$ cat src/rtl/ooo_pkg.sv
// rtl/ooo_pkg.sv - shared types for the OoO engine commit path
package ooo_pkg;

    localparam int DATA_WIDTH     = 32;
    localparam int PC_WIDTH       = 32;
    localparam int REG_ADDR_WIDTH = 5;
    localparam int CAUSE_WIDTH    = 4;

    // Retirement FSM: normal flow, post-flush drain, waiting for trap handler
    typedef enum logic [1:0] {
        RUN   = 2'd0,
        FLUSH = 2'd1,
        TRAP  = 2'd2
    } commit_state_e;

    // One entry of the engine's in-order commit stream
    typedef struct packed {
        logic                      valid;
        logic [PC_WIDTH-1:0]       pc;
        logic [REG_ADDR_WIDTH-1:0] rd_addr;
        logic                      rd_write_en;
        logic [DATA_WIDTH-1:0]     result;
        logic                      exception;
        logic [CAUSE_WIDTH-1:0]    exc_cause;
        logic                      mispredict;
        logic [PC_WIDTH-1:0]       target_pc;
    } ooo_commit_t;

endpackage

$ cat src/rtl/ooo_commit_unit.sv
// rtl/ooo_commit_unit.sv - in-order retirement: regfile write, instret, flush/redirect, trap request
module ooo_commit_unit #(
    parameter int DATA_WIDTH     = 32,
    parameter int PC_WIDTH       = 32,
    parameter int REG_ADDR_WIDTH = 5,
    parameter int CAUSE_WIDTH    = 4,
    parameter int FLUSH_CYCLES   = 2
) (
    input  logic                      clk_i,
    input  logic                      rst_i,
    input  ooo_pkg::ooo_commit_t      commit_i,
    output logic                      commit_ready_o,
    output logic                      rf_we_o,
    output logic [REG_ADDR_WIDTH-1:0] rf_waddr_o,
    output logic [DATA_WIDTH-1:0]     rf_wdata_o,
    output logic                      retire_valid_o,
    output logic [PC_WIDTH-1:0]       retire_pc_o,
    output logic                      flush_o,
    output logic                      redirect_valid_o,
    output logic [PC_WIDTH-1:0]       redirect_pc_o,
    output logic                      trap_valid_o,
    output logic [PC_WIDTH-1:0]       trap_epc_o,
    output logic [CAUSE_WIDTH-1:0]    trap_cause_o,
    input  logic                      trap_ack_i,
    output logic [63:0]               instret_o
);

    // Down-counter only needs to hold FLUSH_CYCLES-1
    localparam int               CNT_W    = (FLUSH_CYCLES > 1) ? $clog2(FLUSH_CYCLES) : 1;
    localparam logic [CNT_W-1:0] CNT_LOAD = CNT_W'(FLUSH_CYCLES - 1);

    ooo_pkg::commit_state_e    r_state;
    ooo_pkg::commit_state_e    w_state_next;
    logic                      w_cnt_load;
    logic [CNT_W-1:0]          r_flush_cnt;

    logic                      w_fire;
    logic                      w_exc;
    logic                      w_mis;
    logic                      w_retire;

    logic                      r_rf_we;
    logic [REG_ADDR_WIDTH-1:0] r_rf_waddr;
    logic [DATA_WIDTH-1:0]     r_rf_wdata;
    logic                      r_retire_valid;
    logic [PC_WIDTH-1:0]       r_retire_pc;
    logic                      r_flush;
    logic                      r_redirect_valid;
    logic [PC_WIDTH-1:0]       r_redirect_pc;
    logic                      r_trap_valid;
    logic [PC_WIDTH-1:0]       r_trap_epc;
    logic [CAUSE_WIDTH-1:0]    r_trap_cause;
    logic [63:0]               r_instret;

    // Exception beats mispredict; a faulting instruction never retires
    assign commit_ready_o = (r_state == ooo_pkg::RUN);
    assign w_fire         = commit_i.valid && commit_ready_o;
    assign w_exc          = w_fire && commit_i.exception;
    assign w_mis          = w_fire && !commit_i.exception && commit_i.mispredict;
    assign w_retire       = w_fire && !commit_i.exception;

    // Next-state selection and flush counter reload requests
    always_comb begin
        w_state_next = r_state;
        w_cnt_load   = 1'b0;
        case (r_state)
            ooo_pkg::RUN: begin
                if (w_exc) begin
                    w_state_next = ooo_pkg::TRAP;
                end else if (w_mis) begin
                    w_state_next = ooo_pkg::FLUSH;
                    w_cnt_load   = 1'b1;
                end
            end
            ooo_pkg::FLUSH: begin
                if (r_flush_cnt == '0) begin
                    w_state_next = ooo_pkg::RUN;
                end
            end
            ooo_pkg::TRAP: begin
                if (trap_ack_i) begin
                    w_state_next = ooo_pkg::FLUSH;
                    w_cnt_load   = 1'b1;
                end
            end
            default: w_state_next = ooo_pkg::RUN;
        endcase
    end

    // State register and flush drain counter
    always_ff @(posedge clk_i) begin
        if (rst_i) begin
            r_state     <= ooo_pkg::RUN;
            r_flush_cnt <= '0;
        end else begin
            r_state <= w_state_next;
            if (w_cnt_load) begin
                r_flush_cnt <= CNT_LOAD;
            end else if (r_state == ooo_pkg::FLUSH && r_flush_cnt != '0) begin
                r_flush_cnt <= r_flush_cnt - 1'b1;
            end
        end
    end

    // Registered side effects of each accepted commit
    always_ff @(posedge clk_i) begin
        if (rst_i) begin
            r_rf_we          <= 1'b0;
            r_rf_waddr       <= '0;
            r_rf_wdata       <= '0;
            r_retire_valid   <= 1'b0;
            r_retire_pc      <= '0;
            r_flush          <= 1'b0;
            r_redirect_valid <= 1'b0;
            r_redirect_pc    <= '0;
            r_trap_valid     <= 1'b0;
            r_trap_epc       <= '0;
            r_trap_cause     <= '0;
            r_instret        <= '0;
        end else begin
            r_rf_we          <= w_retire && commit_i.rd_write_en && (commit_i.rd_addr != '0);
            r_retire_valid   <= w_retire;
            r_flush          <= w_exc || w_mis;
            r_redirect_valid <= w_mis;
            if (w_retire) begin
                r_rf_waddr  <= REG_ADDR_WIDTH'(commit_i.rd_addr);
                r_rf_wdata  <= DATA_WIDTH'(commit_i.result);
                r_retire_pc <= PC_WIDTH'(commit_i.pc);
                r_instret   <= r_instret + 64'd1;
            end
            if (w_mis) begin
                r_redirect_pc <= PC_WIDTH'(commit_i.target_pc);
            end
            if (w_exc) begin
                r_trap_valid <= 1'b1;
                r_trap_epc   <= PC_WIDTH'(commit_i.pc);
                r_trap_cause <= CAUSE_WIDTH'(commit_i.exc_cause);
            end else if (r_state == ooo_pkg::TRAP && trap_ack_i) begin
                r_trap_valid <= 1'b0;
            end
        end
    end

    assign rf_we_o          = r_rf_we;
    assign rf_waddr_o       = r_rf_waddr;
    assign rf_wdata_o       = r_rf_wdata;
    assign retire_valid_o   = r_retire_valid;
    assign retire_pc_o      = r_retire_pc;
    assign flush_o          = r_flush;
    assign redirect_valid_o = r_redirect_valid;
    assign redirect_pc_o    = r_redirect_pc;
    assign trap_valid_o     = r_trap_valid;
    assign trap_epc_o       = r_trap_epc;
    assign trap_cause_o     = r_trap_cause;
    assign instret_o        = r_instret;

endmodule

$ cat config.mk
export PLATFORM = sky130hd
export DESIGN_NAME = ooo_commit_unit
export DESIGN_NICKNAME = d
export VERILOG_FILES = /design/src/rtl/ooo_pkg.sv /design/src/rtl/ooo_commit_unit.sv
export SDC_FILE = /design/constraint.sdc
export NUM_CORES = 1
export LEC_CHECK = 0
export CORE_MARGIN = 2
export CORE_UTILIZATION = 44
export CTS_CLUSTER_SIZE = 10
export DETAILED_ROUTE_END_ITERATION = 6
export PLACE_DENSITY = 0.81
export SLEW_MARGIN = 20
export SYNTH_ARGS = -nofsm -noshare
export SYNTH_HDL_FRONTEND = slang
export SYNTH_SLANG_ARGS = --single-unit
$ cat constraint.sdc
create_clock -name clk_i -period 2.6 [get_ports clk_i]
set_input_delay 0.65 -clock clk_i [delete_from_list [all_inputs] [get_ports clk_i]]
set_output_delay 0.65 -clock clk_i [all_outputs]
set_load 0.01 [all_outputs]
==> results of run 1 <==
-- cells by family (layout without fill, tap and decap cells) --
group / count (synthesis) / in the layout / synth area share
simple gates: 471 / 471 / 0.270
compound gates: 217 / 217 / 0.140
flops: 209 / 209 / 0.521
buf+inv: 74 / 403 / 0.0366
xor+xnor: 28 / 28 / 0.0305
fa+ha+maj: 1 / 1 / 0.00156
-- layout make-up --
| cell class | count | area, um2 |
|---|---|---|
| Clock buffer | 28 | 637 |
| Clock inverter | 2 | 28.8 |
| Fill cell | 1496 | 5640 |
| Inverter | 11 | 41.3 |
| Multi-Input combinational cell | 717 | 3570 |
| Sequential cell | 209 | 4180 |
| Tap cell | 229 | 287 |
| Timing Repair Buffer | 362 | 3580 |
-- Yosys cell counts, drive strengths merged --
master	instances
a2111oi	1
a21oi	178
a31o	1
a31oi	1
and2	5
and3	5
and4	5
buf	9
clkbuf	54
dfxtp	209
ha	1
inv	11
nand2	301
nand3	19
nand4	35
nor2	45
nor3	7
nor4	8
nor4b	1
o21ai	24
o311a	1
o31ai	11
or2	1
or3	26
or4	12
or4b	1
xnor2	12
xor2	16
-- worst reg2reg max path, delay by kind of cell (launching register included) --
kind	cells	cell delay, ns
AND/OR/NAND/NOR	4	1.71
flip-flops	1	0.47
AO/OA/AOI/OAI	1	0.14
-- per-layer routing --
metal,wire [um],global-route usage,vias to the layer above
met5,0,0,-
met3,2360,0.0881,50
met2,12400,0.441,324
li1,-,-,4042
met1,9730,0.286,3885
met4,759,0.0771,0
-- worst min-delay path by stage --
stage,from,endpoint,slack [ns],cells past startpoint
6_report,trap_cause_o[0],trap_cause_o[0],0.45,2
5_1_grt,trap_cause_o[0],trap_cause_o[0],0.47,2
4_1_cts,trap_epc_o[1],trap_epc_o[1],0.45,2
3_5_place_dp,trap_epc_o[4],trap_epc_o[4],0.45,2
3_3_place_gp,retire_pc_o[12],retire_pc_o[12],0.44,2
2_1_floorplan,r_flush_cnt,r_flush_cnt,0.47,2
-- power by group --
part           switching, mW  internal [mW]  leakage (nW)  total, mW
Clock                   1.26           1.72         0.326       2.98
Combinational          0.372          0.427          2.20      0.800
Sequential            0.0577           3.31          1.70       3.37
-- registers in the layout, summed over array words and instances (netlist names), 2 cells and up --
register       count
instret_o         64
redirect_pc_o     32
r_state            2
trap_epc_o        32
retire_pc_o       32
rf_wdata_o        32
trap_cause_o       4
rf_waddr_o         5
-- what timing repair did --
| action | in CTS | in global routing |
|---|---|---|
| buffers inserted | 0 | 2 |
| resized for setup | 0 | 1 |
| endpoints found under the setup margin | 0 | 2 |
-- through the flow --
stage	worst slack (ns)	cells
floorplan	0.266	1000
global placement	-0.259	1526
detailed placement	-0.319	1526
CTS	0.215	1556
global route	0.0154	1558
finish	0.110	1558
==> report_table.html, run 1 <==
<table>
<tr><th>Metric</th><th>Value</th></tr>
<tr><th colspan="2">Cells and area</th></tr>
<tr><td>Area growth from synthesis to final layout</td><td>53.5%</td></tr>
<tr><td>Final Net Count</td><td>around 1400</td></tr>
<tr><td>Most used cells in the layout excluding fill and tap cells</td><td>sky130_fd_sc_hd__clkdlybuf4s50_1 (317), sky130_fd_sc_hd__nand2_1 (301), sky130_fd_sc_hd__dfxtp_1 (209), sky130_fd_sc_hd__a21oi_1 (178), sky130_fd_sc_hd__nor2_1 (43)</td></tr>
<tr><td>Post-layout utilization of the core</td><td>0.686</td></tr>
<tr><td>Antenna Cells</td><td>0</td></tr>
<tr><td>Share of post-route cells with drive strength above 1</td><td>0.0640</td></tr>
<tr><td>Final standard cell area without fillers</td><td>0.0123 mm2</td></tr>
<tr><td>Most common library cell in the layout ignoring fill and taps</td><td>sky130_fd_sc_hd__clkdlybuf4s50_1</td></tr>
<tr><th colspan="2">Power</th></tr>
<tr><td>Power density cells</td><td>580 mW/mm2</td></tr>
<tr><td>IR drop worst, VDD</td><td>approximately 0.00052 V</td></tr>
<tr><td>Pleak</td><td>4.22 nW</td></tr>
<tr><td>PnR Total Power</td><td>7.15 mW</td></tr>
<tr><th colspan="2">Worst setup path</th></tr>
<tr><td>CP Depth</td><td>8</td></tr>
<tr><td>Startpoint Class</td><td>input port</td></tr>
<tr><td>Setup crit end</td><td>instret_o[63]</td></tr>
<tr><td>Top fanout value on the critical path</td><td>11</td></tr>
<tr><td>WP buf/inv</td><td>3</td></tr>
<tr><td>Delay contributed by the slowest stage of the critical path</td><td>0.63 ns</td></tr>
<tr><td>Series of cell instances along the critical path</td><td>clkdlybuf4s50_1, or4b_4, buf_12, nor2_8, buf_4, nand3_4, or4_1, a21oi_1</td></tr>
<tr><td>Data arrival time at the worst-slack endpoint</td><td>approximately 3 ns</td></tr>
<tr><td>Crit path max-delay cell type</td><td>sky130_fd_sc_hd__or4b_4</td></tr>
<tr><td>Kind of critical path</td><td>input port to register</td></tr>
<tr><td>Worst reg2reg startpoint</td><td>instret_o[6]</td></tr>
<tr><td>Register-to-Register Setup Slack</td><td>0.21 ns</td></tr>
<tr><td>Critical path launch point</td><td>commit_i[37]</td></tr>
<tr><td>Cell family with the largest share of critical-path delay</td><td>simple AND/OR/NAND/NOR gates</td></tr>
<tr><td>Reg-to-reg endpoint</td><td>instret_o[41]</td></tr>
<tr><td>Cell count of the worst reg-to-reg path</td><td>5</td></tr>
<tr><td>Type of element capturing the critical path</td><td>register</td></tr>
<tr><td>Required time reported for the critical path endpoint</td><td>3.05 ns</td></tr>
<tr><th colspan="2">Floorplanning</th></tr>
<tr><td>Area of the placeable core</td><td>0.0180 mm2</td></tr>
<tr><td>Top-level I/O count</td><td>319</td></tr>
<tr><td>Die width</td><td>about 140 um</td></tr>
<tr><td>Effective utilization at floorplan</td><td>0.447</td></tr>
<tr><td>Cell row count</td><td>49</td></tr>
<tr><td>DIE AREA</td><td>0.0193 mm2</td></tr>
<tr><td>Die Ht</td><td>139 um</td></tr>
<tr><th colspan="2">CTS</th></tr>
<tr><td>CTS H-Tree Depth</td><td>1</td></tr>
<tr><td>Hold_buf cts</td><td>0</td></tr>
<tr><td>Insertion delay to the later sink of the worst-skew pair</td><td>around 0.52 ns</td></tr>
<tr><td>Clock tree from TritonCTS</td><td>yes</td></tr>
<tr><td>Root buffer selected by CTS</td><td>sky130_fd_sc_hd__clkbuf_16</td></tr>
<tr><td>Post-CTS clock slew at the launch and capture registers of the worst setup and hold paths</td><td>~0.05 ns</td></tr>
<tr><td>Number of clock sinks seen by CTS</td><td>209</td></tr>
<tr><td>Number of buffers on the longest clock path</td><td>3</td></tr>
<tr><td>TritonCTS Buffers</td><td>25</td></tr>
<tr><th colspan="2">GRT</th></tr>
<tr><td>Wire length of the first global-routing pass</td><td>40300 um</td></tr>
<tr><td>Maximum number of pins on one net before global-route repair</td><td>70</td></tr>
<tr><td>Number of antenna violations at the first check in global routing</td><td>0</td></tr>
<tr><td>Total congestion overflow</td><td>0</td></tr>
<tr><td>Aggregate global-route resource usage</td><td>0.251</td></tr>
<tr><td>Via count of the first global-routing pass</td><td>7864</td></tr>
<tr><th colspan="2">Place</th></tr>
<tr><td>Final estimated routing congestion in global placement</td><td>0.900</td></tr>
<tr><td>Detailed Place HPWL</td><td>18100 um</td></tr>
<tr><td>Number of buffers inserted by port buffering</td><td>318</td></tr>
<tr><td>Instance area after placement</td><td>0.0116 mm2</td></tr>
<tr><th colspan="2">STA</th></tr>
<tr><td>Finish-stage setup viols</td><td>0</td></tr>
<tr><td>Setup skew after layout</td><td>0.00938 ns</td></tr>
<tr><td>Final Hold Fails</td><td>0</td></tr>
<tr><td>Period Utilization, post-route</td><td>0.958</td></tr>
<tr><td>Tightest hold margin</td><td>0.449 ns</td></tr>
<tr><td>Measured slew at the worst slew-check pin</td><td>~0.74 ns</td></tr>
<tr><td>Unrepaired setup endpoints after global routing</td><td>false</td></tr>
<tr><td>Setup TNS</td><td>0 ns</td></tr>
<tr><td>Post-route minimum period</td><td>2.49 ns</td></tr>
<tr><td>Achievable clock frequency</td><td>402 MHz</td></tr>
<tr><td>Final number of max-transition violations</td><td>0</td></tr>
<tr><td>Worst slew margin relative to its limit</td><td>0.510</td></tr>
<tr><th colspan="2">Synth</th></tr>
<tr><td>Summed instance area of the synthesized netlist</td><td>0.00803 mm2</td></tr>
<tr><td>Register area share after synthesis</td><td>0.521</td></tr>
<tr><td>Avg Cell Area, Syn</td><td>between 8 and 9 um2</td></tr>
<tr><td>Cell type with the highest aggregate area in the netlist</td><td>sky130_fd_sc_hd__dfxtp_1</td></tr>
<tr><td>Main area contributors after synthesis</td><td>sky130_fd_sc_hd__dfxtp_1 (52%), sky130_fd_sc_hd__nand2_1 (14%), sky130_fd_sc_hd__a21oi_1 (11%), sky130_fd_sc_hd__nand4_1 (2.6%), sky130_fd_sc_hd__clkbuf_1 (2.5%)</td></tr>
<tr><td>Post-synth cell types</td><td>37</td></tr>
<tr><td>Yosys Warn Count</td><td>0</td></tr>
<tr><td>Synth Net Count</td><td>1113</td></tr>
<tr><td>Synth top area share</td><td>0.521</td></tr>
<tr><td>Post-synthesis instance total</td><td>1000</td></tr>
<tr><td>Register bit total from synthesis</td><td>209</td></tr>
<tr><th colspan="2">Routing</th></tr>
<tr><td>DR iter-0 viols</td><td>483</td></tr>
<tr><td>Wire length reported by the detailed router</td><td>25200 um</td></tr>
<tr><td>Post-detailed-route count of antenna-violating nets</td><td>0</td></tr>
<tr><td>Initial DRT Pass Iterations</td><td>5</td></tr>
<tr><td>Number of vias per cell</td><td>5.33</td></tr>
<tr><td># DRC</td><td>0</td></tr>
<tr><td>Via count of the routed design</td><td>8301</td></tr>
<tr><td>Avg WL per Cell</td><td>16.2 um</td></tr>
<tr><th colspan="2">Min path</th></tr>
<tr><td>Hold WC Path Type</td><td>register to register</td></tr>
<tr><th colspan="2">Run status</th></tr>
<tr><td>Outcome</td><td>complete, no violations</td></tr>
<tr><th colspan="2">Job</th></tr>
<tr><td>Max Cap Violations</td><td>0</td></tr>
</table>
No activity file was read; power rests on OpenSTA's default activity.
==> run 2: changes to the inputs <==
CTS_CLUSTER_SIZE = 25   (was 10)
SLEW_MARGIN = 40   (was 20)
==> report_table.html, run 2 (same netlist as run 1, synthesis figures left out) <==
<table>
<tr><th>Metric</th><th>Value</th></tr>
<tr><th colspan="2">Worst setup path</th></tr>
<tr><td>Required time reported for the critical path endpoint</td><td>3.03 ns (-0.02 ns)</td></tr>
<tr><td>Data arrival time at the worst-slack endpoint</td><td>2.85 ns (-0.09 ns)</td></tr>
<tr><td>Top fanout value on the critical path</td><td>6 (-5)</td></tr>
<tr><td>Crit path max-delay cell type</td><td>sky130_fd_sc_hd__or4b_4</td></tr>
<tr><td>Kind of critical path</td><td>input port to register</td></tr>
<tr><td>Startpoint Class</td><td>input port</td></tr>
<tr><td>WP buf/inv</td><td>1 (-2)</td></tr>
<tr><td>Cell family with the largest share of critical-path delay</td><td>simple AND/OR/NAND/NOR gates</td></tr>
<tr><td>Type of element capturing the critical path</td><td>register</td></tr>
<tr><td>Series of cell instances along the critical path</td><td>clkdlybuf4s50_1, or4b_4, nor4_1, nand4_1, or3_1, a21oi_1</td></tr>
<tr><td>Register-to-Register Setup Slack</td><td>0.21 ns (about the same)</td></tr>
<tr><td>Delay contributed by the slowest stage of the critical path</td><td>0.64 ns (about the same)</td></tr>
<tr><th colspan="2">STA</th></tr>
<tr><td>Post-route minimum period</td><td>2.41 ns (-0.0761 ns)</td></tr>
<tr><td>Finish-stage setup viols</td><td>0 (unchanged)</td></tr>
<tr><td>Final Hold Fails</td><td>0 (unchanged)</td></tr>
<tr><td>Measured slew at the worst slew-check pin</td><td>0.733 ns (-0.00219 ns)</td></tr>
<tr><td>Unrepaired setup endpoints after global routing</td><td>false</td></tr>
<tr><td>Setup TNS</td><td>0 ns (unchanged)</td></tr>
<tr><td>Period Utilization, post-route</td><td>0.928 (-0.0293)</td></tr>
<tr><td>Achievable clock frequency</td><td>414 MHz (+3.2%)</td></tr>
<tr><td>Worst slew margin relative to its limit</td><td>0.511 (+0.00146)</td></tr>
<tr><td>Setup skew after layout</td><td>0.0147 ns (+0.00534 ns)</td></tr>
<tr><td>Final number of max-transition violations</td><td>0 (unchanged)</td></tr>
<tr><th colspan="2">Floorplanning</th></tr>
<tr><td>Die width</td><td>139 um (unchanged)</td></tr>
<tr><td>DIE AREA</td><td>0.0193 mm2 (unchanged)</td></tr>
<tr><td>Effective utilization at floorplan</td><td>0.447 (unchanged)</td></tr>
<tr><td>Cell row count</td><td>49 (unchanged)</td></tr>
<tr><td>Top-level I/O count</td><td>319 (unchanged)</td></tr>
<tr><td>Die Ht</td><td>139 um (unchanged)</td></tr>
<tr><td>Area of the placeable core</td><td>0.0180 mm2 (unchanged)</td></tr>
<tr><th colspan="2">GRT</th></tr>
<tr><td>Total congestion overflow</td><td>0 (unchanged)</td></tr>
<tr><td>Number of antenna violations at the first check in global routing</td><td>0 (unchanged)</td></tr>
<tr><td>Met2 capacity usage during global routing</td><td>0.449 (+0.00804)</td></tr>
<tr><td>Wire length of the first global-routing pass</td><td>40800 um (+1.2%)</td></tr>
<tr><td>Aggregate global-route resource usage</td><td>0.254 (+0.00365)</td></tr>
<tr><td>Most crowded layer after global routing</td><td>met2</td></tr>
<tr><td>M3 GR Usage</td><td>0.0867 (-0.00138)</td></tr>
<tr><td>Maximum number of pins on one net before global-route repair</td><td>70 (unchanged)</td></tr>
<tr><td>Via count of the first global-routing pass</td><td>7921 (+0.72%)</td></tr>
<tr><td>GR Layer Usage met1</td><td>0.290 (+0.00343)</td></tr>
<tr><th colspan="2">CTS</th></tr>
<tr><td>Hold_buf cts</td><td>0 (unchanged)</td></tr>
<tr><td>TritonCTS Buffers</td><td>23 (-8.0%)</td></tr>
<tr><td>Root buffer selected by CTS</td><td>sky130_fd_sc_hd__clkbuf_16</td></tr>
<tr><td>Number of buffers on the longest clock path</td><td>3 (unchanged)</td></tr>
<tr><td>Post-CTS clock slew at the launch and capture registers of the worst setup and hold paths</td><td>0.06 ns (about the same)</td></tr>
<tr><td>CTS H-Tree Depth</td><td>1 (unchanged)</td></tr>
<tr><td>Clock tree from TritonCTS</td><td>yes</td></tr>
<tr><td>Number of clock sinks seen by CTS</td><td>209 (unchanged)</td></tr>
<tr><td>Insertion delay to the later sink of the worst-skew pair</td><td>0.50 ns (-0.02 ns)</td></tr>
<tr><th colspan="2">Power</th></tr>
<tr><td>Sw frac</td><td>0.228 (-0.00828)</td></tr>
<tr><td>Reg power frac</td><td>0.451 (-0.021)</td></tr>
<tr><td>Pleak</td><td>4.27 nW (+1.1%)</td></tr>
<tr><td>NetSw</td><td>1.70 mW (+0.87%)</td></tr>
<tr><td>Power density cells</td><td>603 mW/mm2 (+3.8%)</td></tr>
<tr><td>IR drop worst, VDD</td><td>0.000499 V (-4.0%)</td></tr>
<tr><td>Comb pwr share</td><td>0.106 (-0.006)</td></tr>
<tr><td>Int Pwr</td><td>5.77 mW (+5.7%)</td></tr>
<tr><td>Clk pwr share</td><td>0.443 (+0.026)</td></tr>
<tr><th colspan="2">Cells and area</th></tr>
<tr><td>Share of post-route cells with drive strength above 1</td><td>0.0687 (+0.00475)</td></tr>
<tr><td>Largest register FFs</td><td>64 (unchanged)</td></tr>
<tr><td>Count of non-filler cells in the finished layout</td><td>1568 (+0.64%)</td></tr>
<tr><td>Count of fill cells added during filler insertion</td><td>1474 (-1.5%)</td></tr>
<tr><td>Area growth from synthesis to final layout</td><td>54.5%</td></tr>
<tr><td>Final Net Count</td><td>1436 (-0.21%)</td></tr>
<tr><td>Most common library cell in the layout ignoring fill and taps</td><td>sky130_fd_sc_hd__clkdlybuf4s50_1</td></tr>
<tr><td>Most used cells in the layout excluding fill and tap cells</td><td>sky130_fd_sc_hd__clkdlybuf4s50_1 (317), sky130_fd_sc_hd__nand2_1 (301), sky130_fd_sc_hd__dfxtp_1 (209), sky130_fd_sc_hd__a21oi_1 (178), sky130_fd_sc_hd__nor2_1 (43)</td></tr>
<tr><td>Antenna Cells</td><td>0 (unchanged)</td></tr>
<tr><th colspan="2">Routing</th></tr>
<tr><td>Post-detailed-route count of antenna-violating nets</td><td>0 (unchanged)</td></tr>
<tr><td>Number of vias per cell</td><td>5.28 (-0.82%)</td></tr>
<tr><td>Via count of the routed design</td><td>8286 (-0.18%)</td></tr>
<tr><td>DR iter-0 viols</td><td>386 (-20%)</td></tr>
<tr><td>Initial DRT Pass Iterations</td><td>5 (unchanged)</td></tr>
<tr><td># DRC</td><td>0 (unchanged)</td></tr>
<tr><td>Wire length reported by the detailed router</td><td>25500 um (+1.2%)</td></tr>
<tr><td>Avg WL per Cell</td><td>16.3 um (+0.53%)</td></tr>
<tr><th colspan="2">Place</th></tr>
<tr><td>Number of buffers inserted by port buffering</td><td>318 (unchanged)</td></tr>
<tr><td>Final estimated routing congestion in global placement</td><td>0.900 (unchanged)</td></tr>
<tr><td>Cell count after placement</td><td>1526 (unchanged)</td></tr>
<tr><td>Detailed Place HPWL</td><td>18100 um (unchanged)</td></tr>
<tr><th colspan="2">Job</th></tr>
<tr><td>Max Cap Violations</td><td>0 (unchanged)</td></tr>
<tr><th colspan="2">Min path</th></tr>
<tr><td>Hold WC Path Type</td><td>register to register</td></tr>
<tr><th colspan="2">Run status</th></tr>
<tr><td>Outcome</td><td>complete, no violations</td></tr>
</table>
[run 2: power by group through the flow]
stage | clock network, mW | registers, mW | logic [mW]
after floorplan | 0 | 3.49 | 0.246
after global placement | 0 | 3.43 | 0.786
after detailed placement | 0 | 3.44 | 0.793
after CTS | 3.37 | 3.37 | 0.799
after global routing | 3.51 | 3.38 | 0.861
final | 3.31 | 3.37 | 0.796
[run 2: layer usage]
metal	up-vias	part of all wire
met1	3889	0.38
met5	-	0
met3	50	0.099
met2	302	0.50
li1	4045	-
met4	0	0.028
[run 2: timing repair]
item,4_1_cts,5_1_grt
setup endpoints to repair,0,2
setup buffers,0,1
endpoints found under the hold margin,0,0
gates resized for setup,0,1
[run 2: through the flow]
step	hold WS, ns	power (mW)	setup WS (ns)	area (um2)	util
2_1_floorplan	0.475	3.73	0.266	8030	-
3_3_place_gp	0.440	4.22	-0.259	11600	0.647
3_5_place_dp	0.445	4.23	-0.319	11600	0.647
4_1_cts	0.453	7.54	0.198	12400	0.690
5_1_grt	0.466	7.75	0.0431	12400	0.690
6_report	0.450	7.48	0.186	12400	0.690
[run 2: worst min-delay path: stages, from the launching register on]
cell and delay, ns:
sky130_fd_sc_hd__dfxtp_1 0.30, sky130_fd_sc_hd__nand2_1 0.05, sky130_fd_sc_hd__a21oi_1 0.05
[run 2: final cells by class]
class | instances | area, um2 | share of cell area
Clock inverter | 8 | 115 | 0.00928
Tap cell | 229 | 287 | 0.0231
Inverter | 11 | 41.3 | 0.00333
Multi-Input combinational cell | 717 | 3570 | 0.288
Sequential cell | 209 | 4180 | 0.337
Clock buffer | 33 | 653 | 0.0527
Timing Repair Buffer | 361 | 3560 | 0.287
[run 2: final timing paths]
check / start / end / cells after the start
worst max-delay path: commit_i[37] / instret_o[48] / 6
worst min register to register: trap_cause_o[0] / trap_cause_o[0] / 2
worst max register to register: instret_o[6] / instret_o[53] / 5
worst min-delay path: trap_cause_o[0] / trap_cause_o[0] / 2
